<file path="src/rtl/usb_buffer_pkg.sv">
// Shared definitions for the USB buffer reader: default geometry and FSM state encoding.
package usb_buffer_pkg;

   localparam int DEF_DATA_W = 8;
   localparam int DEF_DEPTH  = 64;
   localparam int DEF_ADDR_W = 6;

   typedef enum logic [2:0] {
      IDLE    = 3'd0,
      FETCH   = 3'd1,
      PRESENT = 3'd2,
      DONE    = 3'd3,
      ERR     = 3'd4
   } rd_state_e;

endpackage

</file>
<file path="src/rtl/usb_buffer_rd_ptr.sv">
// Read pointer and remaining-byte counter for the buffer reader.
// The pointer survives between packets; only clear or rst returns it to zero.
module usb_buffer_rd_ptr
   import usb_buffer_pkg::*;
#(
   parameter int DEPTH  = DEF_DEPTH,
   parameter int ADDR_W = DEF_ADDR_W
) (
   input  logic              clk,
   input  logic              rst,
   input  logic              clear,
   input  logic              load,
   input  logic [ADDR_W:0]   load_len,
   input  logic              advance,
   output logic [ADDR_W-1:0] rd_ptr,
   output logic              last
);

   logic [ADDR_W-1:0] ptr_r;
   logic [ADDR_W:0]   rem_r;

   // Pointer wrap and countdown; clear outranks load, load outranks advance.
   always_ff @(posedge clk or posedge rst) begin
      if (rst) begin
         ptr_r <= '0;
         rem_r <= '0;
      end else if (clear) begin
         ptr_r <= '0;
         rem_r <= '0;
      end else if (load) begin
         rem_r <= load_len;
      end else if (advance) begin
         if (ptr_r == ADDR_W'(DEPTH - 1)) begin
            ptr_r <= '0;
         end else begin
            ptr_r <= ptr_r + ADDR_W'(1'b1);
         end
         if (rem_r != '0) begin
            rem_r <= rem_r - (ADDR_W+1)'(1'b1);
         end
      end
   end

   assign rd_ptr = ptr_r;
   assign last   = (rem_r == (ADDR_W+1)'(1'b1));

endmodule

</file>
<file path="src/rtl/usb_buffer_reader.sv">
// Drains a packet from the USB buffer RAM into a valid/ready byte stream.
// First PRESENT cycle forwards the RAM output directly so a byte can leave every second cycle.
module usb_buffer_reader
   import usb_buffer_pkg::*;
#(
   parameter int DATA_W = DEF_DATA_W,
   parameter int DEPTH  = DEF_DEPTH,
   parameter int ADDR_W = DEF_ADDR_W
) (
   input  logic              clk,
   input  logic              rst,
   input  logic              clear,
   input  logic              start,
   input  logic [ADDR_W:0]   byte_len,
   input  logic [ADDR_W:0]   occupancy,
   output logic [ADDR_W-1:0] rd_addr,
   output logic              rd_en,
   input  logic [DATA_W-1:0] rd_data,
   output logic              pop,
   output logic [DATA_W-1:0] tx_data,
   output logic              tx_valid,
   input  logic              tx_ready,
   output logic              busy,
   output logic              done,
   output logic              underrun
);

   rd_state_e         state_r;
   rd_state_e         state_nxt_s;
   logic              load_s;
   logic              hs_s;
   logic              last_s;
   logic [ADDR_W-1:0] rd_ptr_s;
   logic              rd_en_r;
   logic              tx_valid_r;
   logic              busy_r;
   logic              done_r;
   logic              underrun_r;
   logic              fresh_r;
   logic [DATA_W-1:0] hold_r;

   assign hs_s = (state_r == PRESENT) && tx_ready && !clear;

   usb_buffer_rd_ptr #(
      .DEPTH  (DEPTH),
      .ADDR_W (ADDR_W)
   ) u_rd_ptr (
      .clk      (clk),
      .rst      (rst),
      .clear    (clear),
      .load     (load_s),
      .load_len (byte_len),
      .advance  (hs_s),
      .rd_ptr   (rd_ptr_s),
      .last     (last_s)
   );

   // Next-state decode; start is only honoured from IDLE.
   always_comb begin
      state_nxt_s = state_r;
      load_s      = 1'b0;
      if (clear) begin
         state_nxt_s = IDLE;
      end else begin
         case (state_r)
            IDLE: begin
               if (!start) begin
                  state_nxt_s = IDLE;
               end else if (byte_len == '0) begin
                  state_nxt_s = DONE;
               end else if (byte_len > occupancy) begin
                  state_nxt_s = ERR;
               end else begin
                  state_nxt_s = FETCH;
                  load_s      = 1'b1;
               end
            end
            FETCH:   state_nxt_s = PRESENT;
            PRESENT: begin
               if (!tx_ready) begin
                  state_nxt_s = PRESENT;
               end else if (last_s) begin
                  state_nxt_s = DONE;
               end else begin
                  state_nxt_s = FETCH;
               end
            end
            DONE:    state_nxt_s = IDLE;
            ERR:     state_nxt_s = IDLE;
            default: state_nxt_s = IDLE;
         endcase
      end
   end

   // State and output registers, loaded from the next state so they line up with it.
   always_ff @(posedge clk or posedge rst) begin
      if (rst) begin
         state_r    <= IDLE;
         rd_en_r    <= 1'b0;
         tx_valid_r <= 1'b0;
         busy_r     <= 1'b0;
         done_r     <= 1'b0;
         underrun_r <= 1'b0;
         fresh_r    <= 1'b0;
         hold_r     <= '0;
      end else begin
         state_r    <= state_nxt_s;
         rd_en_r    <= (state_nxt_s == FETCH);
         tx_valid_r <= (state_nxt_s == PRESENT);
         busy_r     <= (state_nxt_s == FETCH) || (state_nxt_s == PRESENT);
         done_r     <= (state_nxt_s == DONE);
         fresh_r    <= (state_nxt_s == PRESENT) && (state_r == FETCH);
         if (fresh_r) begin
            hold_r <= rd_data;
         end
         if (clear) begin
            underrun_r <= 1'b0;
         end else if (state_nxt_s == ERR) begin
            underrun_r <= 1'b1;
         end
      end
   end

   assign rd_addr  = rd_ptr_s;
   assign rd_en    = rd_en_r;
   assign pop      = hs_s;
   assign tx_data  = fresh_r ? rd_data : hold_r;
   assign tx_valid = tx_valid_r;
   assign busy     = busy_r;
   assign done     = done_r;
   assign underrun = underrun_r;

endmodule

</file>
<file path="config.mk">
export PLATFORM = sky130hd
export DESIGN_NAME = usb_buffer_reader
export DESIGN_NICKNAME = d
export VERILOG_FILES = /design/src/rtl/usb_buffer_pkg.sv /design/src/rtl/usb_buffer_rd_ptr.sv /design/src/rtl/usb_buffer_reader.sv
export SDC_FILE = /design/constraint.sdc
export NUM_CORES = 1
export LEC_CHECK = 0
export ABC_AREA = 1
export ABC_CLOCK_PERIOD_IN_PS = 1400
export BUFFER_PORTS_ARGS = -buffer_cell sky130_fd_sc_hd__buf_2
export CORE_MARGIN = 4
export CORE_UTILIZATION = 47
export CTS_BUF_LIST = sky130_fd_sc_hd__clkbuf_8 sky130_fd_sc_hd__clkbuf_16
export DETAILED_ROUTE_END_ITERATION = 7
export GPL_TIMING_DRIVEN = 0
export HOLD_SLACK_MARGIN = 0.12
export PLACE_DENSITY = 0.79
export SETUP_SLACK_MARGIN = 0.15
export SLEW_MARGIN = 30
export SYNTH_ARGS = -nofsm -noshare
export SYNTH_HDL_FRONTEND = slang
export SYNTH_SLANG_ARGS = --single-unit
</file>
<file path="constraint.sdc">
create_clock -name clk -period 1.4 [get_ports clk]
set_input_delay 0.07 -clock clk [delete_from_list [all_inputs] [get_ports clk]]
set_output_delay 0.07 -clock clk [all_outputs]
set_load 0.01 [all_outputs]
</file>
==> results of run 1 <==
## flip-flops by register name, indices dropped and copies added, names as in the netlist
register,cells
hold_r,8
fresh_r,1
done,1
rd_en,1
underrun,1
busy,1
u_rd_ptr.rem_r,7
state_r,3
u_rd_ptr.rd_ptr,6
tx_valid,1
## cell usage in the layout (no fill, tap or decap), types with 4 or more instances in the layout
cell           count
buf_4             19
inv_1             23
inv_2              9
nor2_1             7
buf_6             14
nand2_2           13
mux2_4             8
dlygate4sd3_1     11
nor2_2             4
nand2_1           43
nand2_4            5
buf_2             37
nand3_1           13
ha_1               6
nand4_1           11
dfrtp_1           29
clkbuf_8           5
nor2_4             5
xor2_1             5
## kinds of logic (layout without fill, tap and decap cells)
| group | count (synthesis) | in the layout |
|---|---|---|
| AO/OA/AOI/OAI | 13 | 13 |
| XOR/XNOR | 5 | 5 |
| adder cells (fa/ha/maj) | 10 | 10 |
| buffers and inverters | 33 | 121 |
| flip-flops | 30 | 30 |
| multiplexers | 8 | 8 |
| AND/OR/NAND/NOR | 111 | 111 |
## repair_timing
action	4_1_cts	5_1_grt
setup endpoints to repair	30	28
pin swaps	13	8
endpoints found under the hold margin	41	0
hold buffers	11	0
setup buffers	12	12
resized for setup	29	20
## metrics by stage
step	total power [mW]	setup TNS, ns
6_report	3.128	-0.4740
3_3_place_gp	2.031	-0.9031
4_1_cts	3.007	-0.08005
3_5_place_dp	2.075	-1.206
5_1_grt	3.315	-1.468
2_1_floorplan	1.817	0
## worst paths after layout
path / from / to / slack, ns / depth (start not counted)
worst min-delay path: byte_len[4] / u_rd_ptr.rem_r[4]$_DFFE_PP0P_ / 0.19 / 5
worst max-delay path: u_rd_ptr.rem_r[0]$_DFFE_PP0P_ / u_rd_ptr.rem_r[5]$_DFFE_PP0P_ / -0.08 / 8
worst max register to register: u_rd_ptr.rem_r[0]$_DFFE_PP0P_ / u_rd_ptr.rem_r[5]$_DFFE_PP0P_ / -0.08 / 8
min in group asynchronous: rst / hold_r[4]$_DFF_PP0_ / 0.42 / 3
max in group asynchronous: rst / u_rd_ptr.rem_r[2]$_DFFE_PP0P_ / 0.54 / 3
worst min register to register: underrun$_DFFE_PP0P_ / underrun$_DFFE_PP0P_ / 0.48 / 2
## worst max-delay path: cells and delay by family (launching register included)
family                   cells  cell delay (ns)
AO/OA/AOI/OAI                1             0.10
buffers and inverters        1             0.09
flip-flops                   1             0.40
adder cells (fa/ha/maj)      1             0.15
AND/OR/NAND/NOR              5             0.62
## power by group through the flow
| stage | clock, mW | sequential (mW) | combinational [mW] |
|---|---|---|---|
| 6_report | 0.623 | 1.13 | 1.38 |
| 5_1_grt | 0.681 | 1.14 | 1.49 |
| 4_1_cts | 0.645 | 1.12 | 1.24 |
| 3_5_place_dp | 0 | 1.13 | 0.946 |
| 3_3_place_gp | 0 | 1.12 | 0.915 |
| 2_1_floorplan | 0 | 1.11 | 0.708 |
## area by class of cell
cell class / count / area [µm²]
multi-input cells: 147 / 1122
fillers: 267 / 974.7
flip-flops and latches: 30 / 752.0
repair buffers: 81 / 595.6
inverters: 30 / 112.6
clock buffers: 5 / 68.82
well taps: 48 / 60.06
plain buffers: 3 / 22.52
clock inverters: 2 / 7.507
## layer usage
layer | up-vias | global-route usage, %
met4 | 0 | 5.957
met2 | 35 | 35.45
met1 | 837 | 21.49
li1 | 857 | -
met5 | - | 0
met3 | 9 | 4.748
==> summary.txt, run 1 <==
Crit path largest cell delay -> 0.40 ns
slew margin rel. -> 58.94%
CTS sink count -> 30
Pint -> 2.035 mW
sequential area share after synthesis -> 41.10%
Via-to-Cell Ratio -> 5.023
compound-cell area share of the yosys netlist -> 5.000%
gpl congestion -> 0.8180
final net count -> 335
vias in the first global route -> 1735
num rows -> 22
Yosys top cell area share -> 41.10%
Tot GR Track Use -> 19.26%
Final min period -> 1.476 ns
Area Growth Syn to Fin -> 50.07%
Setup Viol. Count Final -> 10
Die Area -> 4948 µm²
switching pwr -> 1.093 mW
Overflow after GRT -> 0
Root Buffer -> clkbuf_8
count leader, synth -> nand2_1
placed cell count -> 304
fin crit share -> 105.5%
Final Slew Violations -> 0
deepest clock path buffer count -> 2
ys async rst share -> 100.0%
critical path required time -> 1.57 ns
mapped cell area -> 1827 µm²
CTS tree -> done
Hold Crit Class -> in -> reg
failing checks -> setup timing
met3 WL -> 192 µm
DRC viols -> 0
Synth top cells by count -> 55 x nand2_1, 30 x dfrtp_1, 24 x inv_1
largest family of logic cells by synthesized area -> simple AND/OR/NAND/NOR gates
Post-Syn Instances -> 210
final hold slack -> 0.1947 ns
crit path kind -> reg -> reg
Cell Count, Final, Fillers Out -> 346
cts bufs inserted -> 5
Fmax -> 677.3 MHz
M1 wire length -> 1814 µm
Max IR drop VDD -> 563.6 µV
top sig layer -> met4
leakage power -> 1.464 nW
combinational share of power -> 44.1%
worst slew pin tran -> 0.6150 ns
Core Util, Final -> 73.77%
sequential share of power -> 36.0%
die width -> 70.35 µm
Post-DP HPWL -> 3033 µm
largest area contributor in the netlist -> dfrtp_1
clk_lat worst skew -> 0.28 ns
Worst-path clk slew -> 0.06 ns
Avg Synthesized Cell Area -> 8.699 µm²
routed wire length -> 4723 µm
clock share of power -> 19.9%
RSZ-0062 raised after global routing -> true
Antenna Violating Nets Remaining -> 0
Post-synth EDFFs -> 0
CP arrival -> 1.64 ns
multiplexer share of the synthesized area -> 4.932%
initial antenna violation count -> 0
ys flop type -> dfrtp_1
top-level I/O count -> 47
CP Capture Type -> register
post-route cell area -> 2741 µm²
share of cells above drive strength 1 -> 45.97%
met2 routed WL -> 2644 µm
Slowest-stage cell, CP -> dfrtp_1
Fin. Hold Viols -> 0
first-pass GRT wire length -> 7652 µm
post-synthesis simple-gate area fraction -> 32.95%
first drt pass iteration count -> 4
startpoint types -> register
Core Region -> 3716 µm²
sw frac -> 34.95%
Post-Synth Adder-Cell Area -> 6.849%
pre-CTS setup slack -> -0.1909 ns
synth warn -> 0
I/O Buffers -> 46
1st-iter DRT viols -> 100
Max-cap violations -> 0
pin count of the biggest net entering global routing -> 31
Seq cells post-synth -> 30
Distinct cells, synth -> 30
pwr/cell area -> 1141 nW/µm²
H-tree Lvls -> 2
initial cell density of the core -> 49.16%
die height -> 70.35 µm
status -> complete, but fails checks
syn_nets -> 247
antenna cell count -> 0
Cell Area, Placed -> 2182 µm²
final setup skew -> 0.005123 ns
mean routed wirelength per cell -> 13.65 µm
worst path cell trace -> inv_2, ha_4, nand2_4, nor3_4, a21oi_4, nand3b_4, nand2_2, nand2_1
final setup margin -> -0.07636 ns
most area-consuming cells after synthesis -> dfrtp_1 41%, nand2_1 11%, ha_1 6.8%
xor/xnor share of the synthesized area -> 2.397%
via count -> 1738
worst-path maximum fanout -> 6
Note: power is estimated with default switching activity, not from simulation.
==> run 2: changes to the inputs <==
Settings changed: REMOVE_ABC_BUFFERS set to 1.
==> run 2 against run 1 <==
  * The flow still finishes with violations (setup timing)
  * Setup slack worse by 0.015 ns
  * Critical path depth unchanged
  * Critical path type unchanged
  * Utilization up 1.8 points
  * Combinational power up 3%
  * Via count up 7.4%
  * Non-clock buffer count up 1
  * Final cell count up 0.58%
  * Fmax down 0.98%
  * Critical endpoint is now u_rd_ptr.rem_r[0]$_DFFE_PP0P_
  * Routed wire length up 21%
  * Hold slack worse by 0.053 ns
  * Register-to-register slack about the same
  * Count of clock-buffer cells in the layout up 1
==> summary.txt, run 2 (synthesis gave the netlist of run 1 again) <==
R2R Setup Slk -> -0.09 ns
Antenna Violating Nets Remaining -> 0
Worst-path clk slew -> 0.07 ns
leakage power -> 1.502 nW
die width -> 70.35 µm
Setup TNS -> -0.6943 ns
vias in the first global route -> 1783
commonest non-fill, non-tap cell in the layout -> nand2_1
Tot GR Track Use -> 20.80%
crit path kind -> reg -> reg
pin count of the biggest net entering global routing -> 31
Die Area -> 4948 µm²
hold_sp -> rd_data[5]
routed wire length -> 5698 µm
Overflow after GRT -> 0
num rows -> 22
sw frac -> 33.86%
deepest clock path buffer count -> 2
antenna cell count -> 0
1st-iter DRT viols -> 105
Setup Viol. Count Final -> 17
Post-DP HPWL -> 2759 µm
share of cells above drive strength 1 -> 49.33%
worst slew pin tran -> 0.6225 ns
H-tree Lvls -> 2
Crit path largest cell delay -> 0.41 ns
RSZ-0062 raised after global routing -> true
Core Region -> 3716 µm²
final setup skew -> 0.01054 ns
startpoint types -> register
most frequent cells in the layout -> 44 x nand2_1, 37 x buf_2, 29 x dfrtp_1
failing checks -> setup timing
I/O Buffers -> 46
Fin. Hold Viols -> 0
Fill cells -> 244
register with the most flip-flops -> hold_r
cts bufs inserted -> 5
final setup margin -> -0.09098 ns
clock share of power -> 26.3%
CP Capture Type -> register
hold depth -> 3
FF-to-FF End -> u_rd_ptr.rem_r[0]$_DFFE_PP0P_
Buf/Inv on CP -> 1
Area Growth Syn to Fin -> 53.70%
top-level I/O count -> 47
CTS tree -> done
initial cell density of the core -> 49.16%
Via-to-Cell Ratio -> 5.362
Root Buffer -> clkbuf_8
Worst Hold Path EP -> hold_r[5]$_DFF_PP0_
clk_lat worst skew -> 0.29 ns
Max IR drop VDD -> 664.1 µV
Final min period -> 1.491 ns
Pint -> 2.283 mW
Final Slew Violations -> 0
DRC viols -> 0
FF-to-FF path depth -> 8
switching pwr -> 1.169 mW
Hold Crit Class -> in -> reg
first-pass GRT wire length -> 8128 µm
status -> complete, but fails checks
Slowest-stage cell, CP -> dfrtp_1
worst path cell trace -> inv_2, ha_4, nand2_4, nor3_4, a21oi_4, nand3b_4, nand2_2, nand2_1
worst reg2reg startpoint -> u_rd_ptr.rem_r[1]$_DFFE_PP0P_
CTS sink count -> 30
initial antenna violation count -> 0
sequential share of power -> 32.5%
fin crit share -> 106.5%
Final Power -> 3.451 mW
via count -> 1866
gpl congestion -> 0.8200
Fmax -> 670.7 MHz
pwr/cell area -> 1229 nW/µm²
max reg flops -> 8
worst-path maximum fanout -> 6
Top delay family on crit path -> simple AND/OR/NAND/NOR gates
critical path required time -> 1.58 ns
mean routed wirelength per cell -> 16.37 µm
slew margin rel. -> 58.44%
first drt pass iteration count -> 4
Max-cap violations -> 0
CP arrival -> 1.67 ns
final net count -> 337
combinational share of power -> 41.1%
die height -> 70.35 µm
-- run 2: what timing repair did --
item                                   4_1_cts  5_1_grt
buffers inserted                            20       11
setup endpoints to repair                   27       31
endpoints found under the hold margin       38        0
gates resized for setup                     33       34
hold buffers                                 8        0
cloned                                       0        1
pin swaps                                   17       15
-- run 2: worst max path at each step --
| stage | slack, ns | cells past startpoint | endpoint | start |
|---|---|---|---|---|
| after detailed placement | -0.18 | 12 | u_rd_ptr.rem_r[2]$_DFFE_PP0P_ | byte_len[6] |
| after global placement | -0.16 | 12 | u_rd_ptr.rem_r[2]$_DFFE_PP0P_ | byte_len[6] |
| after floorplan | -0.02 | 8 | u_rd_ptr.rem_r[0]$_DFFE_PP0P_ | u_rd_ptr.rem_r[0]$_DFFE_PP0P_ |
| after global routing | -0.15 | 8 | u_rd_ptr.rem_r[0]$_DFFE_PP0P_ | u_rd_ptr.rem_r[0]$_DFFE_PP0P_ |
| after CTS | -0.08 | 8 | u_rd_ptr.rem_r[2]$_DFFE_PP0P_ | u_rd_ptr.rem_r[1]$_DFFE_PP0P_ |
| final | -0.09 | 8 | u_rd_ptr.rem_r[0]$_DFFE_PP0P_ | u_rd_ptr.rem_r[1]$_DFFE_PP0P_ |
-- run 2: power groups by stage --
stage	logic [mW]	clock network (mW)	registers, mW
2_1_floorplan	0.641	0	1.11
3_3_place_gp	0.835	0	1.11
3_5_place_dp	0.858	0	1.12
4_1_cts	1.16	0.898	1.10
5_1_grt	1.54	0.953	1.13
6_report	1.42	0.909	1.12
-- run 2: layout make-up --
class	count	area (µm²)	share of cell area [%]
timing repair buffer	85	640.6	22.82
clock buffer	6	82.58	2.941
sequential	30	752.0	26.78
tap	48	60.06	2.139
multi-input combinational	148	1130	40.24
inverter	30	112.6	4.011
clock inverter	1	30.03	1.070
-- run 2: worst min-delay path: cells and delay by family --
family   cells  cell delay (ns)
mux          1             0.15
buf+inv      2             0.18
-- run 2: metal layers --
metal | part of all wire (%) | vias up | global-route usage [%]
met4 | 5.0 | 0 | 9.787
met5 | 0 | - | 0
met2 | 51 | 90 | 36.28
li1 | - | 863 | -
met3 | 7.0 | 22 | 5.036
met1 | 37 | 891 | 23.64
-- run 2: through the flow --
| step | hold slack [ns] | utilization (%) | setup slack (ns) | cells | instance area (µm²) |
|---|---|---|---|---|---|
| floorplan | 0.1608 | - | -0.02099 | 207 | 1815 |
| global placement | 0.3179 | 56.67 | -0.1636 | 301 | 2106 |
| detailed placement | 0.1866 | 56.67 | -0.1750 | 301 | 2106 |
| CTS | 0.08948 | 69.49 | -0.07831 | 336 | 2582 |
| global route | 0.1413 | 75.56 | -0.1468 | 348 | 2808 |
| finish | 0.1420 | 75.56 | -0.09098 | 348 | 2808 |
